## src/rtl/sram_ctrl_pkg.sv

```systemverilog
// Shared types and default geometry for the SRAM controller.
// Build option: SRAM_CTRL_BYTE_EN adds per-byte write strobes.
package sram_ctrl_pkg;

    typedef enum logic {
        CLEAR = 1'b0,
        RUN   = 1'b1
    } state_e;

    localparam int DATA_W_DEF = 16;
    localparam int ADDR_W_DEF = 8;

endpackage

```

## src/rtl/sram_ctrl_array.sv

```systemverilog
// Storage array: one byte-enabled write port and one registered read port.
// Contents have no reset; the controller zeroes them by sweeping addresses.
module sram_ctrl_array
    import sram_ctrl_pkg::*;
#(
    parameter int DATA_W = DATA_W_DEF,
    parameter int ADDR_W = ADDR_W_DEF
) (
    input  logic                clk,
    input  logic                we_i,
    input  logic [ADDR_W-1:0]   waddr_i,
    input  logic [DATA_W-1:0]   wdata_i,
    input  logic [DATA_W/8-1:0] wstrb_i,
    input  logic                re_i,
    input  logic [ADDR_W-1:0]   raddr_i,
    output logic [DATA_W-1:0]   rdata_o
);

    localparam int NB = DATA_W / 8;

    logic [DATA_W-1:0] mem_q [2**ADDR_W];
    logic [DATA_W-1:0] rdata_q;

    always_ff @(posedge clk) begin
        if (we_i) begin
            for (int i = 0; i < NB; i++) begin
                if (wstrb_i[i]) begin
                    mem_q[waddr_i][8*i +: 8] <= wdata_i[8*i +: 8];
                end
            end
        end
        if (re_i) begin
            rdata_q <= mem_q[raddr_i];
        end
    end

    assign rdata_o = rdata_q;

endmodule

```

## src/rtl/sram_ctrl.sv

```systemverilog
// SRAM controller: zeroes the array after reset or clr, then serves requests.
// Build option: SRAM_CTRL_BYTE_EN adds the wr_strb byte-enable port.
module sram_ctrl
    import sram_ctrl_pkg::*;
#(
    parameter int DATA_W = DATA_W_DEF,
    parameter int ADDR_W = ADDR_W_DEF
) (
    input  logic                clk,
    input  logic                rst,
    input  logic                valid,
    output logic                ready,
    input  logic                wr_rd,
    input  logic [ADDR_W-1:0]   addr,
    input  logic [DATA_W-1:0]   wr_data,
`ifdef SRAM_CTRL_BYTE_EN
    input  logic [DATA_W/8-1:0] wr_strb,
`endif
    input  logic                clr,
    output logic [DATA_W-1:0]   rd_data,
    output logic                rd_valid,
    input  logic                rd_ready,
    output logic                init_done
);

    localparam int NB    = DATA_W / 8;
    localparam int DEPTH = 2**ADDR_W;

    state_e              state_q, state_d;
    logic [ADDR_W-1:0]   cnt_q, cnt_d;
    logic                rd_valid_q, rd_valid_d;
    logic                acc, rd_acc, wr_acc, clearing;
    logic                we;
    logic [ADDR_W-1:0]   waddr;
    logic [DATA_W-1:0]   wdata;
    logic [NB-1:0]       wstrb, strb_req;
    logic [DATA_W-1:0]   arr_rdata;

`ifdef SRAM_CTRL_BYTE_EN
    assign strb_req = wr_strb;
`else
    assign strb_req = '1;
`endif

    assign clearing = (state_q == CLEAR);
    assign ready    = !clearing && !clr && (!rd_valid_q || rd_ready);
    assign acc      = valid && ready;
    assign rd_acc   = acc && !wr_rd;
    assign wr_acc   = acc && wr_rd;

    always_ff @(posedge clk or negedge rst) begin
        if (!rst) begin
            state_q    <= CLEAR;
            cnt_q      <= '0;
            rd_valid_q <= 1'b0;
        end else begin
            state_q    <= state_d;
            cnt_q      <= cnt_d;
            rd_valid_q <= rd_valid_d;
        end
    end

    always_comb begin
        state_d    = state_q;
        cnt_d      = cnt_q;
        rd_valid_d = rd_valid_q;
        unique case (state_q)
            CLEAR: begin
                // cnt wraps back to 0 on the final clear write
                cnt_d = cnt_q + 1'b1;
                if (cnt_q == ADDR_W'(DEPTH - 1)) begin
                    state_d = RUN;
                end
            end
            RUN: begin
                if (clr) begin
                    state_d = CLEAR;
                end
            end
            default: state_d = CLEAR;
        endcase
        if (rd_acc) begin
            rd_valid_d = 1'b1;
        end else if (rd_valid_q && rd_ready) begin
            rd_valid_d = 1'b0;
        end
    end

    // Clear sweep owns the write port; reads are never accepted meanwhile.
    always_comb begin
        we    = wr_acc;
        waddr = addr;
        wdata = wr_data;
        wstrb = strb_req;
        if (clearing) begin
            we    = 1'b1;
            waddr = cnt_q;
            wdata = '0;
            wstrb = '1;
        end
    end

    sram_ctrl_array #(
        .DATA_W (DATA_W),
        .ADDR_W (ADDR_W)
    ) u_array (
        .clk     (clk),
        .we_i    (we),
        .waddr_i (waddr),
        .wdata_i (wdata),
        .wstrb_i (wstrb),
        .re_i    (rd_acc),
        .raddr_i (addr),
        .rdata_o (arr_rdata)
    );

    assign rd_valid  = rd_valid_q;
    assign rd_data   = rd_valid_q ? arr_rdata : '0;
    assign init_done = !clearing;

endmodule
```

## config.mk

```make
export PLATFORM = sky130hd
export DESIGN_NAME = sram_ctrl
export DESIGN_NICKNAME = d
export VERILOG_FILES = /design/src/rtl/sram_ctrl_pkg.sv /design/src/rtl/sram_ctrl_array.sv /design/src/rtl/sram_ctrl.sv
export SDC_FILE = /design/constraint.sdc
export NUM_CORES = 2
export LEC_CHECK = 0
export BUFFER_PORTS_ARGS = -buffer_cell sky130_fd_sc_hd__buf_2
export CAP_MARGIN = 20
export CORE_MARGIN = 2
export CORE_UTILIZATION = 25
export CTS_CLUSTER_DIAMETER = 150
export DETAILED_ROUTE_END_ITERATION = 6
export PLACE_DENSITY = 0.36
export SYNTH_ARGS = -nofsm -noshare
export SYNTH_HDL_FRONTEND = slang
export SYNTH_HIERARCHICAL = 1
export SYNTH_SLANG_ARGS = --single-unit
```

## constraint.sdc

```tcl
create_clock -name clk -period 4.28 [get_ports clk]
set_input_delay 0.428 -clock clk [delete_from_list [all_inputs] [get_ports clk]]
set_output_delay 0.428 -clock clk [all_outputs]
set_load 0.02 [all_outputs]
```

* Yosys cells after proc, flatten, opt, wreduce, memory -nomap -nowiden
Memories as Yosys holds them, arrays and structs flattened. A register that Yosys moved wholly into a read port is not among the register bits.
Cells that the tools add are included.
** Operators by class
- Add/subtract/negate cells :: 1
- Equal/unequal tests :: 1
- Muxes and demuxes :: 11
- Reduce and logical (&&, ||, !) cells :: 11
- Bitwise logic cells :: 1
** Operators with widths (number)
- 16-bit 2-to-1 mux :: 2
- 8-bit by 1-bit adder with 8-bit output (second input constant) :: 1
- 8-bit == test (second input constant) :: 1
- 8-bit 2-to-1 mux :: 1
- 1-bit 2-to-1 mux :: 7
- 1-bit logical AND :: 6
- 1-bit zero test :: 3
- 1-bit case mux with 2 select lines :: 1
- 2-bit nonzero test :: 1
- 1-bit logical OR :: 1
- 1-bit inverter :: 1
** Storage, ports and cells
- Memories kept :: 1
- Input bits :: 30
- Word-level logic and storage cells :: 29
- Output and inout port bits :: 19
- Bits in writable memories :: 4096
- Flip-flop bits (word level) :: 10
** Memories
- u_array.mem_q :: words 256, width 16, read ports 1, clocked after memory_dff 1, wr ports 1, line sram_ctrl_array.sv:21 : logic [DATA_W-1:0] mem_q [2**ADDR_W];

* Depth between registers and ports, before layout
- Depth in word-level cells :: 8
- Gate-level depth with buffers :: 13

* By module
The synthesis kept the hierarchy.
** Modules (own cells, without submodules)
- sram_ctrl_array :: instances 1, seq. area each 123478.4 µm², cells an instance 7737, area an instance 160866.8 µm²
- sram_ctrl :: instances 1, seq. area each 250.2 µm², cells an instance 83, area an instance 775.7 µm²

* Worst setup path after synthesis
Ideal clock, no wire load.
- Path kind :: register to register
- Start :: register state_q (netlist: init_done)
- End :: memory u_array/mem_q[0][10] in the netlist's numbering (data pin)
- Setup time :: 0.867 ns
- Setup slack :: -0.614 ns
- Arrival :: 4.027 ns
- Period minus slack after synthesis :: 4.894 ns
- Data required time :: 3.413 ns
- Stages on the path, launching flop included :: 3
- Cell sequence :: dfrtp_1 clkbuf_1 and2_1
** Between the ends
- Word-level cells in the longest chain between the ends :: 1
** RTL lines
- start: declaration :: line sram_ctrl.sv:29 : state_e state_q, state_d;
- start signal: assignment :: line sram_ctrl.sv:57 : state_q <= state_d;
- 16-bit 2-to-1 mux :: line sram_ctrl.sv:95 : if (clearing) begin
- named net wdata[10] :: line sram_ctrl.sv:35 : logic [DATA_W-1:0] wdata;
- end: declaration :: line sram_ctrl_array.sv:21
The timed path passes the listed nets, and every way through them passes these cells.

* Final worst setup path
- Start :: register state_q (netlist: init_done)
- End :: memory u_array/mem_q[158][9] in the netlist's numbering (enable)
** RTL lines
- 8-bit 2-to-1 mux :: line sram_ctrl.sv:95
- named net waddr[5] :: line sram_ctrl.sv:34 : logic [ADDR_W-1:0] waddr;
The timed path passes the listed nets, and every way through them passes these cells.

==> results.toml <==
[timing]
finalMaxSlewViolations = 0
clock_skew_ns = 0.0672
rsz0062_at_grt = "false"
finalCriticalPeriod_ns = 3.98
worstMarginPinSlew_ns = 1.10
finalSetupViolCount = 0
postLayoutSetupSlackWorst_ns = 0.297
finalHoldViolations = 0
finalCritPeriodShare_pct = 93.1
slew_headroom_pct = 26.8
fmax_mhz = 251

[floorplan]
die_h_um = 808
core_area_sq_um = 645000
ios = 49
dieArea_sq_um = 653000
die_w_um = 808
start_util_pct = 25.1
row_count = 295

[yosys]
synth_commonest_cells = "edfxtp_1 (4,112), mux4_2 (844), nor2_1 (572), mux2i_1 (526), clkbuf_1 (196)"
synth.largest_area_cell = "edfxtp_1"
synth_cell_types = 77
syn_avg_cell_area_sq_um = 20.7
seq_area_frac_synth_pct = 76.5
synthCells = 7820
synth.most_common_cell = "edfxtp_1"
synth_edf_count = 4112
synth-async-reset-ratio_pct = 0.243
ys.flop_type = "edfxtp_1"
synthTopCellsByArea = "edfxtp_1 (76%), mux4_2 (12%), mux2i_1 (3.3%)"
synth_top_area_share_pct = 76.4
ys_ff_latch = 4122
syn_area_sq_um = 162000
yosys_warnings = 6

[drt]
postRouteWirelength_mm = 531
drt-initial-drc-count = 8269
via_count = 82550
dr.pass1.iters = 6
drc = 0
wl_per_cell_um = 29.7
vias_per_cell = 4.62
ant_nets = 0

[global_route]
grt_pass1_wl_mm = 728
grt_overflow = 0
antenna_found_initial = 53
grt_pass1_vias = 85544
grt_max_degree = 169
grt_use_total_pct = 15.8

[power_and_ir_drop]
powerDensity_nw_per_um2 = 462
ir_worst_vdd_mv = 0.374
clock_power_share_pct = 43.2
comb_power_share_pct = 7.1
intPower_uw = 68300
p_switching_uw = 20900
p_leak_uw = 0.0624
total_power_uw = 89200
p_sw_share_pct = 23.4
seqPwrFrac_pct = 49.6

[placement]
pre_cts_ws_ns = -0.330
place_hpwl_mm = 342
post-place-cells = 16984
gp_congestion = 0.777
place_area_sq_um = 179000
io_buffers = 48

[critical_path]
cp-start-kind = "flop"
path_class = "reg -> reg"
cp.required_ns = 4.99
rr_worst_depth = 7
worstSetupEndpointType = "flop"
arrival_ns = 4.69
crit_fanout = 21

[clocking]
cts_buffers = 467
cts_setup_buffers = 0
cts_tree = "done"
cts_hold_buf = 11
cts-resized-gates = 0
htreeDepth = 5
clock_path_buffers = 4
clkTransAtPathRegs_ns = 0.06
root_buffer = "clkbuf_16"
cts_sinks = 4122
insertion_delay_ns = 1.03

[final_layout]
area_growth_pct = 19.6
fin_nets = 8882
final_util_pct = 30.0
fin_cells = 17867
drive_gt1_share_pct = 28.3
fin_area_sq_um = 193000

[job]
max_cap_viol_count = 0

[hold_path]
hold_depth = 3
hold_class = "in -> reg"

[run_status]
outcome = "finished clean"
[cells by family after synthesis]
logic type,share of synthesized area (%)
XOR/XNOR,0.0379
other,0.00232
buffers and inverters,2.05
multiplexers,15.5
flip-flops,76.5
adder cells (fa/ha/maj),0.00774
AND/OR/NAND/NOR,3.01
AO/OA/AOI/OAI,2.90
[critical path, cell delays in order (launching register included)]
cell,delay (ns)
dfrtp_1,0.38
buf_4,0.34
mux2_2,0.50
nor2b_2,0.65
nand2_1,0.69
buf_4,0.43
nor2_1,0.33
buf_4,0.27
[placed cells by master, fill, tap and decap left out, types with 24 or more instances in the layout]
cell,instances
mux2i_1,526
a211oi_1,26
clkbuf_1,107
nand3_1,59
o221ai_1,173
edfxtp_1,4112
buf_4,878
diode_2,24
buf_2,46
mux4_2,844
o22ai_1,165
nor3_1,120
buf_12,110
nand2_1,174
clkinv_1,115
nor2_1,568
bufinv_16,33
a21oi_1,121
clkbuf_16,471
o21ai_0,67
a22oi_1,33
clkinv_2,84
[power by group through the flow]
| stage | sequential, uW | combinational, uW | clock (uW) |
|---|---|---|---|
| 4_1_cts | 44300 | 6560 | 39700 |
| 2_1_floorplan | 45100 | 3070 | 0 |
| 6_report | 44300 | 6370 | 38600 |
| 3_5_place_dp | 45100 | 6540 | 0 |
| 3_3_place_gp | 45100 | 6540 | 0 |
| 5_1_grt | 44300 | 6670 | 41100 |
[worst paths after layout]
path                                   from                endpoint  slack [ns]
worst max register to register    init_done   u_array/mem_q[158][9]        0.30
worst min register to register     cnt_q[7]                cnt_q[7]        0.51
min in group asynchronous               rst                rd_valid        0.64
max in group asynchronous               rst                rd_valid        2.97
worst max-delay path              init_done   u_array/mem_q[158][9]        0.30
worst min-delay path            wr_data[13]  u_array/mem_q[169][13]        0.09
[per-stage QoR]
stage / hold slack, ns / setup TNS, ns
5_1_grt: 0.0521 / 0
6_report: 0.0872 / 0
3_3_place_gp: 0.394 / -477.53
3_5_place_dp: 0.404 / -0.610
4_1_cts: 0.0354 / 0
2_1_floorplan: 0.132 / -1130.42
[per-layer routing]
| metal | GRT usage, % | part of all wire [%] | vias up |
|---|---|---|---|
| met1 | 21.7 | 44 | 45133 |
| met4 | 3.12 | 2.0 | 12 |
| met5 | 0 | 0.014 | - |
| li1 | - | - | 34725 |
| met3 | 2.47 | 5.1 | 573 |
| met2 | 26.6 | 49 | 2107 |
[flip-flops by register name (all words and copies together), names as in the netlist]
signal	cells
rd_valid	1
u_array/rdata_o	16
u_array/mem_q	4096
init_done	1
cnt_q	8
[final cells by class]
| type | count | area [sq um] |
|---|---|---|
| clock buffer | 581 | 12200 |
| multi-input combinational | 3195 | 34800 |
| timing repair buffer | 1052 | 9240 |
| clock inverter | 267 | 2330 |
| sequential | 4122 | 124000 |
| tap | 8613 | 10800 |
| antenna | 24 | 60.1 |
| fill | 62844 | 452000 |
| inverter | 13 | 62.6 |
Power figures use the tool's default switching activity.
